File: src/rtl/subseq_trace_decoder.sv
// subseq_trace_decoder
// Registers the decoded sub-sequence word (PINC/MINC strobes, active-low
// one-hot bus, binary index, change pulse) and, when SUBSEQ_TRACE_EN is
// defined, logs every index change with a timestamp into a first-word-
// fall-through trace FIFO for the debug/monitor path.
// Build option: define SUBSEQ_TRACE_EN to compile the trace FIFO and
// timestamp; otherwise the TRC_* outputs are tied to their idle values.
`timescale 1ns/1ps

module subseq_trace_decoder #(
  parameter int DEPTH = 16,
  parameter int TS_W  = 11
) (
  input  logic                      CLK2,
  input  logic                      RESET,
  input  logic [7:0]                SUBSEQ,
  output logic                      PINC,
  output logic                      MINC,
  output logic [19:0]               NSUBSQ,
  output logic [4:0]                SEQ_IDX,
  output logic                      SEQ_CHG,
  input  logic                      TRC_CLR,
  input  logic                      TRC_RD,
  output logic [5+TS_W-1:0]         TRC_DATA,
  output logic                      TRC_EMPTY,
  output logic                      TRC_FULL,
  output logic [$clog2(DEPTH):0]    TRC_CNT,
  output logic                      TRC_OVF
);

  localparam logic [4:0] NOSEQ = 5'd31;

  // Key layout: stage = {STB_1,STB_0}, code = SQ. Unlisted keys are NOSEQ.
  function automatic logic [4:0] decode_idx(input logic [5:0] key);
    logic [4:0] idx;
    case ({key[1:0], key[5:2]})
      6'b00_0000: idx = 5'd0;   // TC0
      6'b00_0001: idx = 5'd1;   // CCS0
      6'b00_0010: idx = 5'd2;   // CCS1
      6'b00_0011: idx = 5'd3;   // NDX0
      6'b00_1001: idx = 5'd4;   // NDX1
      6'b00_1010: idx = 5'd5;   // RSM3
      6'b00_1011: idx = 5'd6;   // XCH0
      6'b00_1100: idx = 5'd7;   // CS0
      6'b00_1101: idx = 5'd8;   // TS0
      6'b00_1110: idx = 5'd9;   // AD0
      6'b00_1111: idx = 5'd10;  // MASK0
      6'b01_0000: idx = 5'd11;  // MP0
      6'b01_0001: idx = 5'd12;  // MP1
      6'b01_0010: idx = 5'd13;  // MP3
      6'b01_1001: idx = 5'd14;  // DV0
      6'b01_1010: idx = 5'd15;  // DV1
      6'b10_0000: idx = 5'd16;  // SU0
      6'b10_0011: idx = 5'd17;  // RUPT1
      6'b10_1010: idx = 5'd18;  // RUPT3
      6'b10_1011: idx = 5'd19;  // STD2
      default:    idx = NOSEQ;
    endcase
    return idx;
  endfunction

  // Active-low one-hot expansion; NOSEQ (and any index >= 20) gives all ones.
  function automatic logic [19:0] onehot_low(input logic [4:0] idx);
    logic [19:0] v;
    for (int i = 0; i < 20; i++) begin
      v[i] = (idx != 5'(i));
    end
    return v;
  endfunction

  logic [4:0]  w_idx_p0;
  logic        w_chg_p0;
  logic [4:0]  r_idx_p1;
  logic [19:0] r_nsub_p1;
  logic        r_pinc_p1;
  logic        r_minc_p1;
  logic        r_chg_p1;

  assign w_idx_p0 = decode_idx(SUBSEQ[5:0]);
  assign w_chg_p0 = (w_idx_p0 != r_idx_p1);

  // ---- stage p0 -> p1: decode register ----
  // Registers decoded index, one-hot bus, strobes and change pulse.
  always_ff @(posedge CLK2 or posedge RESET) begin
    if (RESET) begin
      r_idx_p1  <= NOSEQ;
      r_nsub_p1 <= '1;
      r_pinc_p1 <= 1'b1;
      r_minc_p1 <= 1'b1;
      r_chg_p1  <= 1'b0;
    end else begin
      r_idx_p1  <= w_idx_p0;
      r_nsub_p1 <= onehot_low(w_idx_p0);
      r_pinc_p1 <= ~(SUBSEQ[6] & ~SUBSEQ[7]);
      r_minc_p1 <= ~(~SUBSEQ[6] & SUBSEQ[7]);
      r_chg_p1  <= w_chg_p0;
    end
  end

  assign PINC    = r_pinc_p1;
  assign MINC    = r_minc_p1;
  assign NSUBSQ  = r_nsub_p1;
  assign SEQ_IDX = r_idx_p1;
  assign SEQ_CHG = r_chg_p1;

`ifdef SUBSEQ_TRACE_EN
  localparam int PTR_W = $clog2(DEPTH);
  localparam int CNT_W = PTR_W + 1;
  localparam int ENT_W = 5 + TS_W;

  logic [TS_W-1:0]  r_ts;
  logic [TS_W-1:0]  r_ts_chg_p1;
  logic [ENT_W-1:0] r_mem [DEPTH];
  logic [PTR_W-1:0] r_wr_ptr;
  logic [PTR_W-1:0] r_rd_ptr;
  logic [CNT_W-1:0] r_cnt;
  logic             r_ovf;
  logic             w_full;
  logic             w_rd;
  logic             w_push;
  logic             w_drop;

  assign w_full = (r_cnt == CNT_W'(DEPTH));
  assign w_rd   = TRC_RD && (r_cnt != '0);
  // A pop in the same cycle frees the slot a full FIFO needs for the push.
  assign w_push = r_chg_p1 && (!w_full || w_rd);
  assign w_drop = r_chg_p1 && w_full && !w_rd;

  // Free-running timestamp; TRC_CLR restarts it at zero.
  always_ff @(posedge CLK2 or posedge RESET) begin
    if (RESET) begin
      r_ts <= '0;
    end else if (TRC_CLR) begin
      r_ts <= '0;
    end else begin
      r_ts <= r_ts + 1'b1;
    end
  end

  // Capture the timestamp on the edge the new index registers; the entry
  // itself is written one edge later from the registered change pulse.
  always_ff @(posedge CLK2) begin
    if (w_chg_p0) begin
      r_ts_chg_p1 <= r_ts;
    end
  end

  // ---- stage p1 -> p2: trace FIFO write ----
  // Pointer, count and overflow control; clear overrides push and pop.
  always_ff @(posedge CLK2 or posedge RESET) begin
    if (RESET) begin
      r_wr_ptr <= '0;
      r_rd_ptr <= '0;
      r_cnt    <= '0;
      r_ovf    <= 1'b0;
    end else if (TRC_CLR) begin
      r_wr_ptr <= '0;
      r_rd_ptr <= '0;
      r_cnt    <= '0;
      r_ovf    <= 1'b0;
    end else begin
      if (w_push) r_wr_ptr <= r_wr_ptr + 1'b1;
      if (w_rd)   r_rd_ptr <= r_rd_ptr + 1'b1;
      if (w_push && !w_rd)      r_cnt <= r_cnt + 1'b1;
      else if (!w_push && w_rd) r_cnt <= r_cnt - 1'b1;
      if (w_drop) r_ovf <= 1'b1;
    end
  end

  // Entry storage; contents are qualified by the count, so no reset needed.
  always_ff @(posedge CLK2) begin
    if (w_push && !TRC_CLR) begin
      r_mem[r_wr_ptr] <= {r_idx_p1, r_ts_chg_p1};
    end
  end

  assign TRC_DATA  = (r_cnt != '0) ? r_mem[r_rd_ptr] : '0;
  assign TRC_EMPTY = (r_cnt == '0);
  assign TRC_FULL  = w_full;
  assign TRC_CNT   = r_cnt;
  assign TRC_OVF   = r_ovf;
`else
  logic w_unused;

  assign w_unused  = &{1'b0, TRC_CLR, TRC_RD};
  assign TRC_DATA  = '0;
  assign TRC_EMPTY = 1'b1;
  assign TRC_FULL  = 1'b0;
  assign TRC_CNT   = '0;
  assign TRC_OVF   = 1'b0;
`endif

endmodule

File: config.mk
export PLATFORM = sky130hd
export DESIGN_NAME = subseq_trace_decoder
export DESIGN_NICKNAME = d
export VERILOG_FILES = /design/src/rtl/subseq_trace_decoder.sv
export SDC_FILE = /design/constraint.sdc
export NUM_CORES = 1
export LEC_CHECK = 0
export CORE_UTILIZATION = 45
export DETAILED_ROUTE_END_ITERATION = 8
export PLACE_DENSITY = 0.85
export REMOVE_ABC_BUFFERS = 1
export SYNTH_ARGS = -nofsm -noshare
export SYNTH_HDL_FRONTEND = slang
export SYNTH_SLANG_ARGS = --single-unit
File: constraint.sdc
create_clock -name CLK2 -period 2.6 [get_ports CLK2]
set_input_delay 0.39 -clock CLK2 [delete_from_list [all_inputs] [get_ports CLK2]]
set_output_delay 0.39 -clock CLK2 [all_outputs]
set_load 0.02 [all_outputs]
# == Word level (Yosys, flattened, before mapping) ==
# Memories as Yosys holds them, arrays and structs flattened.
# Index checks and enable logic that the tools add are counted.
# classes
n_mul,0
eq_ne,20
div_mod_pow,0
n_reduce_logical,1
mux,0
shifts,0
bitwise_logic,6
order_cmp,0
add_sub_neg,0
# op_table
op,n
"5-bit by 4-bit != test with 1-bit output, second input constant",8
"5-bit by 3-bit != test with 1-bit output, second input constant",4
"5-bit != test, second input constant",4
"5-bit by 2-bit != test with 1-bit output, second input constant",2
"5-bit by 1-bit != test with 1-bit output, second input constant",1
5-bit != test,1
5-bit nonzero test,1
1-bit inverter,4
1-bit AND,2
# word_totals
latchBits,0
mem_bits_rw,0
n_memories,1
register_bits,28
elab_cells,33
output_inout_bits,52
mem_bits_ro,320
# memory_table
name,words,word_bits,rd,rd_clocked_by_memory_dff,write_ports,line_no,source
(name not given),64,5,1,0,0,36,"case ({key[1:0], key[5:2]})"

# == Longest topological paths before layout ==
# logic_depth
ltp_word,3
ltp_mapped,8
ltp_nobuf,7

# == Worst setup path after synthesis ==
# No wires, ideal clock.
# synth_path
path_type,input-to-reg
from,input SUBSEQ[2]
to,"register r_chg_p1, in the netlist SEQ_CHG"
path_buffers,0
setup_ns,0.139
required_ns,2.461
t_arrival_ns,2.131
setup_slack_ns,0.331
path_stages,7
path_cell_list,inv_1 > ha_1 > mux2_4 > nor4_2 > a31oi_1 > xor2_1 > or4_1
# synth_via
elab_chain_len,2
# synth_rtl
item,line_no,source
from (decl),16,"input logic [7:0] SUBSEQ,"
memory read 64 x 5 bit,n/a,
named net w_idx_p0[1],71,logic [4:0] w_idx_p0;
5-bit != test,80,assign w_chg_p0 = (w_idx_p0 != r_idx_p1);
named net w_chg_p0,72,logic w_chg_p0;
to (signal assigned),96,r_chg_p1 <= w_chg_p0;
to (decl),77,logic r_chg_p1;
# The timed path passes the listed nets, and every way through them passes these cells.

# == Worst setup path in the final report ==
# Ends and elaborated chain as after synthesis.

==> parameters.txt <==
Parameter                              Value

Run status
  Run status    finished clean

STA
  Total negative slack for setup checks    0 ns
  Max-slew headroom    35.95%
  Clock Skew    0.003771 ns
  Actual transition at the worst max-transition pin    0.9597 ns
  Final setup viols    0
  Worst setup slack after layout    0.1108 ns
  Final cycle utilization of the critical path    95.74%
  Shortest clock period the worst path allows after layout    2.489 ns
  Count of endpoints failing hold in the final timing report    0
  F_max    401.7 MHz
  RSZ-0062 raised after global routing    false
  Max-slew violation total from the final report    0

Setup path
  Required time of the worst setup path    2.79 ns
  Type of element launching the critical path    primary input
  Worst setup path category    in2reg
  Nature of the critical path endpoint    flop
  Signal arrival time at the worst endpoint    2.68 ns
  Critical Path Fanout Max    3

GRT
  Maximum number of pins on one net before global-route repair    29
  Overall global routing resource usage    17.04%
  Antenna violations before repair    0
  Number of global-route vias before repair    1081
  Wire length of the first global-routing pass    4512 um
  Aggregate global routing overflow    0

Power and ir drop
  Net Switching    238.6 uW
  Sequential share of power    55.4%
  Power share of the clock group    20.6%
  Combinational power share    24.1%
  Switching share of total power    28.38%
  VDD IR max    155.5 uV
  Internal cell power    602.0 uW
  Cell area power density    434.9 mW/mm^2
  Reported leakage power    0.0008226 uW

Finish
  Fraction of layout cells with a size suffix above 1    26.15%
  # diodes    0
  Area growth, synth to finish    30.60%
  Total non-filler cell area in the finished layout    0.001933 mm^2
  Post-Layout Cell Count    239
  Post-layout net count    214

Route
  Vias/cell    4.699
  Detailed-routing iteration count for the pre-antenna-repair pass    4
  Avg WL per Cell    11.97 um
  Drt first-iter violations    11
  Wire length after detailed routing    2860 um
  Antenna-violating nets left    0
  DRC violation count after routing    0
  Total via count after detailed routing    1123

Yosys
  Top post-synthesis cells by area    dfstp_2 (48%), buf_4 (12%), nand2_1 (6.3%)
  Number of library cell types mapped by synthesis    40
  Top cell type by total area after synthesis    dfstp_2
  Post-Syn Area    0.001480 mm^2
  Post-synthesis average cell area    10.35 um^2
  Leading cell type by number of instances after synthesis    dfstp_2
  Post-synthesis register bit count    28
  Number of flops mapped to enable cells by yosys    0
  Commonest cells in the netlist    dfstp_2 (27), nand2_1 (25), buf_4 (24)
  Fraction of synthesized cell area taken by the top area cell type    47.93%
  Dominant register cell in the synthesized netlist    dfstp_2
  Yosys warns    0
  Post-synthesis instance total    143
  Fraction of registers with async set or reset after synthesis    100.0%
  Post-synthesis sequential area ratio    49.62%

Place
  Port bufs    37
  Estimated wirelength of the detail-placed design    2311 um
  Area after DPL    0.001907 mm^2
  Cell count after placement    235
  Worst Setup Slack post-DPL    -0.1983 ns
  Routability congestion estimate from global placement    0.8219

Clock tree
  Source-to-sink clock delay at the later pin of the worst-skew pair    0.31 ns
  CTS H-tree depth    1
  Clock root buffer master    clkbuf_4
  Clock net sink count    28
  Largest buffer count on any clock path    2
  Clock transition at the registers of the reported paths    0.14 ns
  Number of buffers created by CTS    3
  Hold bufs inserted after CTS    0
  Number of gates resized after CTS    0
  CTS tree    yes
  Number of post-CTS setup repair buffers    0

Floorplan
  Chip Width    59.35 um
  Number of standard-cell rows in the floorplan    20
  Die area    0.003522 mm^2
  Core Region    0.003078 mm^2
  # IOs    64
  Chip height    59.35 um
  Starting density of the core    48.09%

Flow run
  MaxCap Viol Count    0

Hold path
  Type of the worst min-delay path    in2async
[power by group through the flow]
stage / registers [uW] / logic (uW) / clock network (uW)
finish: 465 / 202 / 173
global placement: 472 / 194 / 0
floorplan: 490 / 96.2 / 0
detailed placement: 472 / 202 / 0
CTS: 466 / 202 / 183
global route: 468 / 218 / 200
[cell usage in the layout (no fill, tap or decap), drive strengths merged]
| cell type | n |
|---|---|
| and2b | 2 |
| nor3 | 2 |
| ha | 6 |
| or2 | 3 |
| nor2b | 3 |
| a31oi | 2 |
| inv | 5 |
| mux2 | 2 |
| clkdlybuf4s50 | 37 |
| and2 | 1 |
| a32oi | 1 |
| nor2 | 4 |
| nand4 | 1 |
| and3b | 1 |
| or2b | 1 |
| or4 | 1 |
| o32ai | 1 |
| buf | 16 |
| conb | 24 |
| a22o | 1 |
| nor3b | 3 |
| and3 | 1 |
| xor2 | 3 |
| o21ai | 5 |
| a211o | 1 |
| nor4 | 3 |
| clkbuf | 4 |
| a21boi | 1 |
| or3 | 1 |
| dfstp | 27 |
| a21oi | 1 |
| nand2b | 2 |
| o21a | 1 |
| a22oi | 1 |
| dfrtp | 1 |
| o32a | 1 |
| nand2 | 25 |
[kinds of logic after synthesis]
| group | synth area share [%] |
|---|---|
| adders and majority gates | 5.072 |
| muxes | 1.775 |
| AOI/OAI and AO/OA | 7.439 |
| xor gates and xnor gates | 1.775 |
| DFF | 49.62 |
| other | 0.5074 |
| buffers and inverters | 14.88 |
| and+or+nand+nor | 18.94 |
[metrics by stage]
stage	hold slack [ns]	power, uW	util (%)
2_1_floorplan	0.4354	586.4	-
3_3_place_gp	0.6302	665.6	61.95
3_5_place_dp	0.6449	674.0	61.95
4_1_cts	0.5672	851.0	62.80
5_1_grt	0.5868	885.5	62.80
6_report	0.5852	840.6	62.80
[critical path, cell delays in order]
cell and delay, ns:
clkdlybuf4s50_1 0.47, inv_1 0.06, ha_1 0.34, mux2_4 0.31
nor4_2 0.30, a31oi_1 0.11, xor2_1 0.16, or4_1 0.54
[metal layers]
| layer | track usage [%] | part of all wire (%) |
|---|---|---|
| met5 | 0 | 0 |
| met4 | 6.463 | 1.5 |
| met3 | 3.275 | 7.5 |
| met2 | 34.35 | 56 |
| met1 | 16.62 | 35 |
[final timing paths]
path | from | end | slack [ns] | cells after the start
setup reg to reg | SEQ_IDX[2] | SEQ_CHG | 1.29 | 4
min in group CLK2 | SUBSEQ[7] | MINC | 0.59 | 2
setup / recovery | SUBSEQ[2] | SEQ_CHG | 0.11 | 8
max in group asynchronous | RESET | SEQ_CHG | 1.44 | 2
hold reg to reg | SEQ_IDX[1] | SEQ_CHG | 0.68 | 2
hold / removal | RESET | SEQ_CHG | 0.59 | 2
[state kept, by name (all words and copies together), names as in the netlist]
signal	cells
MINC	1
SEQ_CHG	1
NSUBSQ	20
SEQ_IDX	5
PINC	1
[cell type report]
class / instances / area, um^2
fillers: 276 / 1145
flip-flops and latches: 28 / 734.5
inverters: 5 / 18.77
clock buffers: 4 / 26.28
multi-input cells: 105 / 608.1
well taps: 44 / 55.05
repair buffers: 53 / 490.5
Note: power is estimated with default switching activity, not from simulation.
